<file path="src/rtl/mem_burst_pkg.sv">
// Shared types and default sizing for the mem_burst_ctrl burst controller.
// Holds the FSM state encoding and the memory index-width helper.
package mem_burst_pkg;

    localparam int WIDTH_DEF      = 16;
    localparam int DEPTH_DEF      = 16;
    localparam int ADDR_WIDTH_DEF = 16;
    localparam int LEN_WIDTH_DEF  = 8;

    typedef enum logic [1:0] {
        IDLE,
        WRITE,
        RD_ISSUE,
        RD_DATA
    } state_e;

    // Bits needed to index DEPTH words; a one-word memory still gets one bit.
    function automatic int mem_idx_w(input int depth);
        return (depth > 1) ? $clog2(depth) : 1;
    endfunction

    localparam int MEM_IDX_W = mem_idx_w(DEPTH_DEF);

endpackage

</file>
<file path="src/rtl/mem_burst_ctrl_if.sv">
// Host command/data streams plus the memory pin bundle of mem_burst_ctrl.
// slave = controller view, master = host/memory view.
interface mem_burst_ctrl_if #(
    parameter int WIDTH      = mem_burst_pkg::WIDTH_DEF,
    parameter int ADDR_WIDTH = mem_burst_pkg::ADDR_WIDTH_DEF,
    parameter int LEN_WIDTH  = mem_burst_pkg::LEN_WIDTH_DEF
);

    logic                  req_valid_i;
    logic                  req_ready_o;
    logic                  req_wr_i;
    logic [ADDR_WIDTH-1:0] req_addr_i;
    logic [LEN_WIDTH-1:0]  req_len_i;

    logic                  wr_valid_i;
    logic                  wr_ready_o;
    logic [WIDTH-1:0]      wr_data_i;

    logic                  rd_valid_o;
    logic                  rd_ready_i;
    logic [WIDTH-1:0]      rd_data_o;
    logic                  rd_last_o;

    logic                  done_o;
    logic                  err_o;

    logic [ADDR_WIDTH-1:0] mem_addr_o;
    logic [WIDTH-1:0]      mem_wdata_o;
    logic                  mem_wr_en_o;
    logic                  mem_rd_en_o;
    logic [WIDTH-1:0]      mem_rdata_i;

    modport slave (
        input  req_valid_i, req_wr_i, req_addr_i, req_len_i,
        input  wr_valid_i, wr_data_i, rd_ready_i, mem_rdata_i,
        output req_ready_o, wr_ready_o, rd_valid_o, rd_data_o, rd_last_o,
        output done_o, err_o, mem_addr_o, mem_wdata_o, mem_wr_en_o, mem_rd_en_o
    );

    modport master (
        output req_valid_i, req_wr_i, req_addr_i, req_len_i,
        output wr_valid_i, wr_data_i, rd_ready_i, mem_rdata_i,
        input  req_ready_o, wr_ready_o, rd_valid_o, rd_data_o, rd_last_o,
        input  done_o, err_o, mem_addr_o, mem_wdata_o, mem_wr_en_o, mem_rd_en_o
    );

endinterface

</file>
<file path="src/rtl/mem_burst_addr_gen.sv">
// Burst address/beat counter: loads the start word, steps modulo DEPTH,
// counts remaining beats and flags the final beat.
module mem_burst_addr_gen
    import mem_burst_pkg::*;
#(
    parameter int DEPTH      = DEPTH_DEF,
    parameter int ADDR_WIDTH = ADDR_WIDTH_DEF,
    parameter int LEN_WIDTH  = LEN_WIDTH_DEF,
    localparam int IDX_W     = mem_idx_w(DEPTH)
) (
    input  logic                  clk_i,
    input  logic                  rst_i,
    input  logic                  load_i,
    input  logic [IDX_W-1:0]      load_addr_i,
    input  logic [LEN_WIDTH-1:0]  load_len_i,
    input  logic                  inc_addr_i,
    input  logic                  dec_cnt_i,
    output logic [ADDR_WIDTH-1:0] addr_o,
    output logic                  last_o
);

    logic [IDX_W-1:0]     cur_addr_q, cur_addr_d;
    logic [LEN_WIDTH-1:0] beats_left_q, beats_left_d;

    always_comb begin
        // NOTE: every always_comb output gets a default first so no path can infer a latch.
        cur_addr_d   = cur_addr_q;
        beats_left_d = beats_left_q;
        if (load_i) begin
            cur_addr_d   = load_addr_i;
            beats_left_d = load_len_i;
        end else begin
            // Power-of-two DEPTH: natural overflow of the index is the modulo wrap.
            if (inc_addr_i) cur_addr_d = cur_addr_q + IDX_W'(1);
            if (dec_cnt_i && beats_left_q != '0) beats_left_d = beats_left_q - LEN_WIDTH'(1);
        end
    end

    always_ff @(posedge clk_i) begin
        // NOTE: state registers use <= so every flop samples pre-edge values regardless of block order.
        if (rst_i) begin
            cur_addr_q   <= '0;
            beats_left_q <= '0;
        end else begin
            cur_addr_q   <= cur_addr_d;
            beats_left_q <= beats_left_d;
        end
    end

    assign addr_o = ADDR_WIDTH'(cur_addr_q);
    assign last_o = (beats_left_q == '0);

endmodule

</file>
<file path="src/rtl/mem_burst_ctrl.sv">
// Burst front-end for a single-port memory with a registered, hold-when-idle read port.
// Optional: define MEM_BURST_RANGE_CHECK_EN to reject bursts that run past DEPTH.
module mem_burst_ctrl
    import mem_burst_pkg::*;
#(
    parameter int WIDTH      = WIDTH_DEF,
    parameter int DEPTH      = DEPTH_DEF,
    parameter int ADDR_WIDTH = ADDR_WIDTH_DEF,
    parameter int LEN_WIDTH  = LEN_WIDTH_DEF
) (
    input  logic             clk_i,
    input  logic             rst_i,
    mem_burst_ctrl_if.slave  bus
);

    localparam int IDX_W = mem_idx_w(DEPTH);

    state_e state_q, state_d;
    logic   done_q, done_d;
    logic   err_q, err_d;

    logic                  ag_load, ag_inc, ag_dec, ag_last;
    logic [ADDR_WIDTH-1:0] ag_addr;
    logic                  wr_en, rd_en;
    logic                  cmd_ok;

`ifdef MEM_BURST_RANGE_CHECK_EN
    logic [ADDR_WIDTH:0] end_addr;
    assign end_addr = {1'b0, bus.req_addr_i} + (ADDR_WIDTH + 1)'(bus.req_len_i);
    assign cmd_ok   = (bus.req_addr_i < ADDR_WIDTH'(DEPTH)) &&
                      (end_addr < (ADDR_WIDTH + 1)'(DEPTH));
`else
    logic unused_addr_hi;
    assign unused_addr_hi = ^bus.req_addr_i[ADDR_WIDTH-1:IDX_W];
    assign cmd_ok         = 1'b1;
`endif

    mem_burst_addr_gen #(
        .DEPTH      (DEPTH),
        .ADDR_WIDTH (ADDR_WIDTH),
        .LEN_WIDTH  (LEN_WIDTH)
    ) u_addr_gen (
        .clk_i       (clk_i),
        .rst_i       (rst_i),
        .load_i      (ag_load),
        .load_addr_i (bus.req_addr_i[IDX_W-1:0]),
        .load_len_i  (bus.req_len_i),
        .inc_addr_i  (ag_inc),
        .dec_cnt_i   (ag_dec),
        .addr_o      (ag_addr),
        .last_o      (ag_last)
    );

    always_comb begin
        state_d = state_q;
        done_d  = 1'b0;
        err_d   = 1'b0;
        ag_load = 1'b0;
        ag_inc  = 1'b0;
        ag_dec  = 1'b0;
        wr_en   = 1'b0;
        rd_en   = 1'b0;
        case (state_q)
            IDLE: begin
                if (bus.req_valid_i) begin
                    if (cmd_ok) begin
                        ag_load = 1'b1;
                        state_d = bus.req_wr_i ? WRITE : RD_ISSUE;
                    end else begin
                        err_d = 1'b1;
                    end
                end
            end
            WRITE: begin
                if (bus.wr_valid_i) begin
                    wr_en  = 1'b1;
                    ag_inc = 1'b1;
                    ag_dec = 1'b1;
                    if (ag_last) begin
                        state_d = IDLE;
                        done_d  = 1'b1;
                    end
                end
            end
            RD_ISSUE: begin
                // Address moves ahead now; the beat count only drops as beats are consumed.
                rd_en   = 1'b1;
                ag_inc  = 1'b1;
                state_d = RD_DATA;
            end
            RD_DATA: begin
                if (bus.rd_ready_i) begin
                    if (ag_last) begin
                        state_d = IDLE;
                        done_d  = 1'b1;
                    end else begin
                        rd_en  = 1'b1;
                        ag_inc = 1'b1;
                        ag_dec = 1'b1;
                    end
                end
            end
            default: state_d = IDLE;
        endcase
    end

    always_ff @(posedge clk_i) begin
        if (rst_i) begin
            state_q <= IDLE;
            done_q  <= 1'b0;
            err_q   <= 1'b0;
        end else begin
            state_q <= state_d;
            done_q  <= done_d;
            err_q   <= err_d;
        end
    end

    // Reset shares the memory's edge, so enables are masked to keep the reset cycle write-free.
    assign bus.mem_wr_en_o = wr_en & ~rst_i;
    assign bus.mem_rd_en_o = rd_en & ~rst_i;
    assign bus.mem_addr_o  = ag_addr;
    assign bus.mem_wdata_o = bus.wr_data_i;

    assign bus.req_ready_o = (state_q == IDLE);
    assign bus.wr_ready_o  = (state_q == WRITE) & ~rst_i;
    assign bus.rd_valid_o  = (state_q == RD_DATA);
    assign bus.rd_data_o   = bus.mem_rdata_i;
    assign bus.rd_last_o   = (state_q == RD_DATA) & ag_last;
    assign bus.done_o      = done_q;
    assign bus.err_o       = err_q;

endmodule

</file>
<file path="src/flat_wrapper.sv">
// flat-port wrapper written by rule: the top's interface ports become plain ports
module mem_burst_ctrl_flat import mem_burst_pkg::*;
#(
    parameter int WIDTH      = WIDTH_DEF,
    parameter int DEPTH      = DEPTH_DEF,
    parameter int ADDR_WIDTH = ADDR_WIDTH_DEF,
    parameter int LEN_WIDTH  = LEN_WIDTH_DEF
)
  (clk_i, rst_i, bus_req_valid_i, bus_req_wr_i, bus_req_addr_i, bus_req_len_i, bus_wr_valid_i, bus_wr_data_i, bus_rd_ready_i, bus_mem_rdata_i, bus_req_ready_o, bus_wr_ready_o, bus_rd_valid_o, bus_rd_data_o, bus_rd_last_o, bus_done_o, bus_err_o, bus_mem_addr_o, bus_mem_wdata_o, bus_mem_wr_en_o, bus_mem_rd_en_o);
  mem_burst_ctrl_if #(.WIDTH(WIDTH), .ADDR_WIDTH(ADDR_WIDTH), .LEN_WIDTH(LEN_WIDTH)) bus_i ();
  input  logic clk_i;
  input  logic rst_i;
  input wire logic [$bits(bus_i.req_valid_i)-1:0] bus_req_valid_i;
  input wire logic [$bits(bus_i.req_wr_i)-1:0] bus_req_wr_i;
  input wire logic [$bits(bus_i.req_addr_i)-1:0] bus_req_addr_i;
  input wire logic [$bits(bus_i.req_len_i)-1:0] bus_req_len_i;
  input wire logic [$bits(bus_i.wr_valid_i)-1:0] bus_wr_valid_i;
  input wire logic [$bits(bus_i.wr_data_i)-1:0] bus_wr_data_i;
  input wire logic [$bits(bus_i.rd_ready_i)-1:0] bus_rd_ready_i;
  input wire logic [$bits(bus_i.mem_rdata_i)-1:0] bus_mem_rdata_i;
  output wire logic [$bits(bus_i.req_ready_o)-1:0] bus_req_ready_o;
  output wire logic [$bits(bus_i.wr_ready_o)-1:0] bus_wr_ready_o;
  output wire logic [$bits(bus_i.rd_valid_o)-1:0] bus_rd_valid_o;
  output wire logic [$bits(bus_i.rd_data_o)-1:0] bus_rd_data_o;
  output wire logic [$bits(bus_i.rd_last_o)-1:0] bus_rd_last_o;
  output wire logic [$bits(bus_i.done_o)-1:0] bus_done_o;
  output wire logic [$bits(bus_i.err_o)-1:0] bus_err_o;
  output wire logic [$bits(bus_i.mem_addr_o)-1:0] bus_mem_addr_o;
  output wire logic [$bits(bus_i.mem_wdata_o)-1:0] bus_mem_wdata_o;
  output wire logic [$bits(bus_i.mem_wr_en_o)-1:0] bus_mem_wr_en_o;
  output wire logic [$bits(bus_i.mem_rd_en_o)-1:0] bus_mem_rd_en_o;
  assign bus_i.req_valid_i = bus_req_valid_i;
  assign bus_i.req_wr_i = bus_req_wr_i;
  assign bus_i.req_addr_i = bus_req_addr_i;
  assign bus_i.req_len_i = bus_req_len_i;
  assign bus_i.wr_valid_i = bus_wr_valid_i;
  assign bus_i.wr_data_i = bus_wr_data_i;
  assign bus_i.rd_ready_i = bus_rd_ready_i;
  assign bus_i.mem_rdata_i = bus_mem_rdata_i;
  assign bus_req_ready_o = bus_i.req_ready_o;
  assign bus_wr_ready_o = bus_i.wr_ready_o;
  assign bus_rd_valid_o = bus_i.rd_valid_o;
  assign bus_rd_data_o = bus_i.rd_data_o;
  assign bus_rd_last_o = bus_i.rd_last_o;
  assign bus_done_o = bus_i.done_o;
  assign bus_err_o = bus_i.err_o;
  assign bus_mem_addr_o = bus_i.mem_addr_o;
  assign bus_mem_wdata_o = bus_i.mem_wdata_o;
  assign bus_mem_wr_en_o = bus_i.mem_wr_en_o;
  assign bus_mem_rd_en_o = bus_i.mem_rd_en_o;
  mem_burst_ctrl #(.WIDTH(WIDTH), .DEPTH(DEPTH), .ADDR_WIDTH(ADDR_WIDTH), .LEN_WIDTH(LEN_WIDTH)) u_core (.clk_i(clk_i), .rst_i(rst_i), .bus(bus_i));
endmodule
</file>
<file path="config.mk">
export PLATFORM = sky130hd
export DESIGN_NAME = mem_burst_ctrl_flat
export DESIGN_NICKNAME = d
export VERILOG_FILES = /design/src/rtl/mem_burst_pkg.sv /design/src/rtl/mem_burst_ctrl_if.sv /design/src/rtl/mem_burst_addr_gen.sv /design/src/rtl/mem_burst_ctrl.sv /design/src/flat_wrapper.sv
export SDC_FILE = /design/constraint.sdc
export NUM_CORES = 1
export LEC_CHECK = 0
export ABC_AREA = 1
export BUFFER_PORTS_ARGS = -buffer_cell sky130_fd_sc_hd__buf_2
export CELL_PAD_IN_SITES_DETAIL_PLACEMENT = 2
export CELL_PAD_IN_SITES_GLOBAL_PLACEMENT = 2
export CORE_AREA = 2 2 94 96
export CTS_BUF_LIST = sky130_fd_sc_hd__clkbuf_16
export CTS_CLUSTER_SIZE = 16
export DETAILED_ROUTE_END_ITERATION = 7
export DIE_AREA = 0 0 96 98
export HOLD_SLACK_MARGIN = 0.15
export PLACE_DENSITY = 0.77
export SKIP_CTS_REPAIR_TIMING = 1
export SYNTH_ARGS = -nofsm -noshare
export SYNTH_HDL_FRONTEND = slang
export SYNTH_SLANG_ARGS = --single-unit
</file>
<file path="constraint.sdc">
create_clock -name clk_i -period 1.55 [get_ports clk_i]
set_input_delay 0.155 -clock clk_i [delete_from_list [all_inputs] [get_ports clk_i]]
set_output_delay 0.155 -clock clk_i [all_outputs]
set_load 0.01 [all_outputs]
</file>
# == Yosys cells after proc, flatten, opt, wreduce, memory -nomap -nowiden ==
# Cells that the tools add are included.
# word_totals
elab_cells,47
regBits,15
# op_classes
n_mux,23
bitwise,5
eq_ne,6
add_sub_neg,2
reduce_logical,7
# op_table
cell,n
$mux 8,2
$mux 2,5
$mux 1,9
$logic_not 8->1,1
$mux 4,2
$pmux 2 s4,1
$reduce_bool 8->1,1
$sub 8x1->8 const B,1
$ne 2x2->1 const B,3
$pmux 1 s2,3
$add 4x1->4 const B,1
$and 1x1->1,4
$eq 2x2->1 const B,2
$reduce_bool 2->1,2
$pmux 1 s3,1
$reduce_and 3->1,1
$eq 2x1->1 const B,1
$logic_not 2->1,1
$logic_and 1x1->1,1
$not 1->1,1

# == Depth between registers and ports, before layout ==
# logic_depth
word_depth,7
ltp_mapped,11

# == Hierarchy ==
# From an unflattened synthesis, not the netlist that was laid out.
# unflattened
hier_cells,210
area_unflattened_um2,1427.6
# modules_own_cells
module,cells_each,area_each_um2,n_inst,seq_area_each_um2
mem_burst_addr_gen,131,887.1,1,240.2
mem_burst_ctrl,79,540.5,1,60.1

# == Worst setup path after synthesis ==
# Ideal clock, no wire load.
# synth_path
path_kind,reg2reg
start,reg u_core.u_addr_gen.beats_left_q[0]
end,reg u_core.u_addr_gen.beats_left_q[5]
path_stages_with_launch,11
t_arrival_ns,1.171
setup_ns,0.117
slack_ns,0.262
required_time_ns,1.433
cell_sequence,dfxtp_1 > inv_1 > ha_1 > nand2_1 > inv_1 > nand2_2 > nand2_2 > nand2_4 > inv_4 > nor2_1 > nor2_1
# synth_via
elab_chain_cells,6
# synth_lines
item,line_no,text
start: declaration,mem_burst_addr_gen.sv:23,"logic [LEN_WIDTH-1:0] beats_left_q, beats_left_d;"
start signal: assignment,mem_burst_addr_gen.sv:46,beats_left_q <= beats_left_d;
"parallel branches: the longest is 6 deep, another holds $sub 8x1->8",n/a,
# Several ways; the timed one is not identified. The select of a mux whose other input is x is not followed.
# A chain may end at the register's enable or synchronous reset.

# == Final worst setup path ==
# layout_path
start,reg u_core.u_addr_gen.beats_left_q[1]
end,out bus_mem_rd_en_o
# layout_via
elab_chain_cells,5
# layout_lines
item,line_no,text
$logic_not 8->1,mem_burst_addr_gen.sv:51,assign last_o = (beats_left_q == '0);
$mux 1,mem_burst_ctrl.sv:93,if (ag_last) begin
$mux 1,mem_burst_ctrl.sv:92,if (bus.rd_ready_i) begin
$pmux 1 s2,mem_burst_ctrl.sv:63,case (state_q)
$and 1x1->1,mem_burst_ctrl.sv:121,assign bus.mem_rd_en_o = rd_en & ~rst_i;
end: declaration,flat_wrapper.sv:31,output wire logic [$bits(bus_i.mem_rd_en_o)-1:0] bus_mem_rd_en_o;
# Every way passes these cells.

==> results by group <==
Status
  – Status: finished, final reports clean

Floorplanning
  – Row count: 34
  – Top Ports: 118
  – Total Die Area: 9410 sq um
  – Starting Density: approximately 18%
  – Die Ht: 98 um
  – Core ar.: about 8500 sq um
  – Die Wd: approximately 96 um

Timing
  – Clk_skew: ~0.0018 ns
  – Fin. Hold Viols: 0
  – Final setup viols: 0
  – Hold slack: between 0.15 and 0.2 ns
  – Sum Neg Setup Slack: 0 ns
  – Highest Clock Rate: 669 MHz
  – Crit path time final: 1.50 ns
  – Final period utilization: 96.5%
  – Max Slew Vio Count: 0

Routing
  – Vias/cell: 4.01
  – Post-route ant nets: 0
  – DRC viols: 0
  – TritonRoute pass-1 iters: 4
  – WL/cell: 12.7 um
  – DRT iter0 DRCs: 33
  – Via count: 1354
  – Final WL: 4280 um

Synth
  – Synth top area share: 22.7%
  – Sequential area share after synthesis: 20.2%
  – Post-synth EDFFs: 0
  – Syn Inst Count: 230
  – Synth cell types: 30
  – Async SR Flop Fraction: 0%
  – Top cell type by total area after synthesis: buf_4
  – Syn Area/Cell: 6.47 sq um
  – Post-synth top flop: dfxtp_1
  – Top post-synthesis cells by area: buf_4 23%, dfxtp_1 20%, nand2_1 12%, nor2_1 8.8%, nand3_1 4.7%
  – Yosys reg bits: 15
  – Synthesized area: approximately 1500 sq um
  – Yosys warns: 0

Global routing
  – Largest net degree at the start of global routing: 16
  – Initial antenna violation count: 0
  – Total track usage: 9.07%
  – First-pass GRT wire length: ~6900 um
  – Vias in the first global route: 1418
  – Grt ovf: 0

Clock network
  – H-tree levels: 1
  – CTS tree: done
  – Clk slew on worst S/H paths: 0.05 ns
  – Root buf cell: clkbuf_16
  – CTS sink cnt: 15
  – CTS buffer count: 3
  – Max clock buf depth: 2
  – Worst-Skew Late Latency: 0.25 ns

Power
  – Pwr per Cell Area: 1320 nW/um^2
  – Leak Pwr: 0.814 nW
  – Peak supply drop: between 0.3 and 0.4 mV
  – Total Power: 2.12 mW

Worst setup path
  – Critical setup path kind: register to primary output
  – Top delay family on crit path: flip-flops
  – CP Max Fanout: 3
  – Crit path required time: 1.39 ns
  – Worst EP arrival: between 1 and 1.5 ns
  – Crit path launch type: register
  – Crit end category: primary output
  – Launching point of the worst reg2reg path: u_core.u_addr_gen.beats_left_q[2]$_SDFFE_PP0P_
  – R2R depth: 8
  – Crit path largest cell delay: 0.34 ns
  – Slowest cell on crit path: dfxtp_2
  – Worst R2R Setup Slack: 0.15 ns
  – Terminus of the critical flop-to-flop path: u_core.u_addr_gen.beats_left_q[6]$_SDFFE_PP0P_
  – WP buf/inv: 2
  – CP Cell Sequence: inv_2 > ha_4 > nand2_2 > o21ai_4 > a211oi_2 > buf_2

Placement
  – Cell Area, Placed: 1450 sq um
  – DP Wirelength: 3200 um
  – Placed cells: roughly 330
  – GPL Wtd Cong: around 0.74
  – Number of port buffers: 28

Layout
  – Non-filler instance count after layout: between 300 and 400
  – Commonest non-fill, non-tap cell in the layout: nand2_1
  – Layout Nets: 296
  – ANT cells: 0
  – Multi-input gate area: ~800 sq um
  – Final instance area: around 1600 sq um
  – Share of layout cells above drive strength 1: 30.9%
  – Most frequent cells in the layout: 47 x nand2_1, 34 x nor2_1, 28 x buf_2, 17 x inv_1, 14 x nand3_1
  – Area growth, synth to finish: 7.65%
  – Filler cells: 1027
  – Register area: approximately 310 sq um

Hold path
  – WHS Endpoint: u_core.u_addr_gen.beats_left_q[0]$_SDFFE_PP0P_
  – WHS Path Cells: 2
  – Hold WC Path Type: primary input to register
  – Worst Hold Launch: rst_i

Run
  – Max cap viols: 0
state kept, by name, summed over array words and instances (netlist names):
signal                          count
u_core.u_addr_gen.beats_left_q      8
u_core.u_addr_gen.cur_addr_q        4
u_core.state_q                      2
u_core.bus.done_o                   1
layout make-up:
type                            instances  share of cell area [%]
Inverter                               24                    6.17
Timing Repair Buffer                   33                    11.1
Multi-Input combinational cell        154                    49.8
Sequential cell                        15                    19.5
Clock buffer                            3                    4.69
Clock inverter                          1                   0.234
Tap cell                              108                    8.44
metal layers:
layer | GRT usage, % | share of wire, %
met1 | 10.4 | 39
met2 | 16.3 | 54
met3 | 1.77 | 6.1
met4 | 3.08 | 1.2
met5 | 0 | 0
logic make-up (layout without fill, tap and decap cells):
logic type	Yosys count	count (layout)	share of synthesized area, %
flip-flops	15	15	20.2
AND/OR/NAND/NOR	117	117	35.9
buffers and inverters	73	61	32.2
AO/OA/AOI/OAI	21	21	8.92
adder cells (fa/ha/maj)	3	3	2.52
other	1	13	0.252
power breakdown:
group | switching [mW] | leakage, nW | internal [mW]
combinational | 0.643 | 0.645 | 0.364
sequential | 0.115 | 0.127 | 0.480
clock | 0.174 | 0.0423 | 0.343
total | 0.932 | 0.814 | 1.19
worst max path at each step:
stage,start,to,depth (start not counted),slack [ns]
floorplan,u_core.u_addr_gen.beats_left_q[0]$_SDFFE_PP0P_,u_core.u_addr_gen.beats_left_q[5]$_SDFFE_PP0P_,10,0.26
global placement,u_core.u_addr_gen.beats_left_q[0]$_SDFFE_PP0P_,u_core.u_addr_gen.beats_left_q[6]$_SDFFE_PP0P_,10,0.13
detailed placement,u_core.u_addr_gen.beats_left_q[0]$_SDFFE_PP0P_,u_core.u_addr_gen.beats_left_q[6]$_SDFFE_PP0P_,10,0.07
CTS,u_core.state_q[1]$_SDFFE_PP0P_,bus_mem_rd_en_o,7,-0.14
global route,u_core.u_addr_gen.beats_left_q[1]$_SDFFE_PP0P_,bus_mem_rd_en_o,6,-0.02
finish,u_core.u_addr_gen.beats_left_q[1]$_SDFFE_PP0P_,bus_mem_rd_en_o,6,0.05
synth_stat cells (2+ instances only):
| cell | n |
|---|---|
| inv_4 | 2 |
| nand2_1 | 48 |
| nor2_1 | 35 |
| buf_4 | 45 |
| buf_6 | 4 |
| inv_2 | 3 |
| a21oi_1 | 6 |
| nand2_4 | 3 |
| dfxtp_1 | 15 |
| nand3b_1 | 4 |
| ha_1 | 3 |
| nand3_1 | 14 |
| inv_1 | 18 |
| o21ai_0 | 8 |
| nand2_2 | 7 |
per-stage QoR:
stage,setup slack [ns],util [%]
after floorplan,0.262,-
after global placement,0.133,17.1
after detailed placement,0.0726,17.1
after CTS,-0.145,18.0
after global routing,-0.0161,18.9
final,0.0546,18.9
No activity file was read; power rests on OpenSTA's default activity.
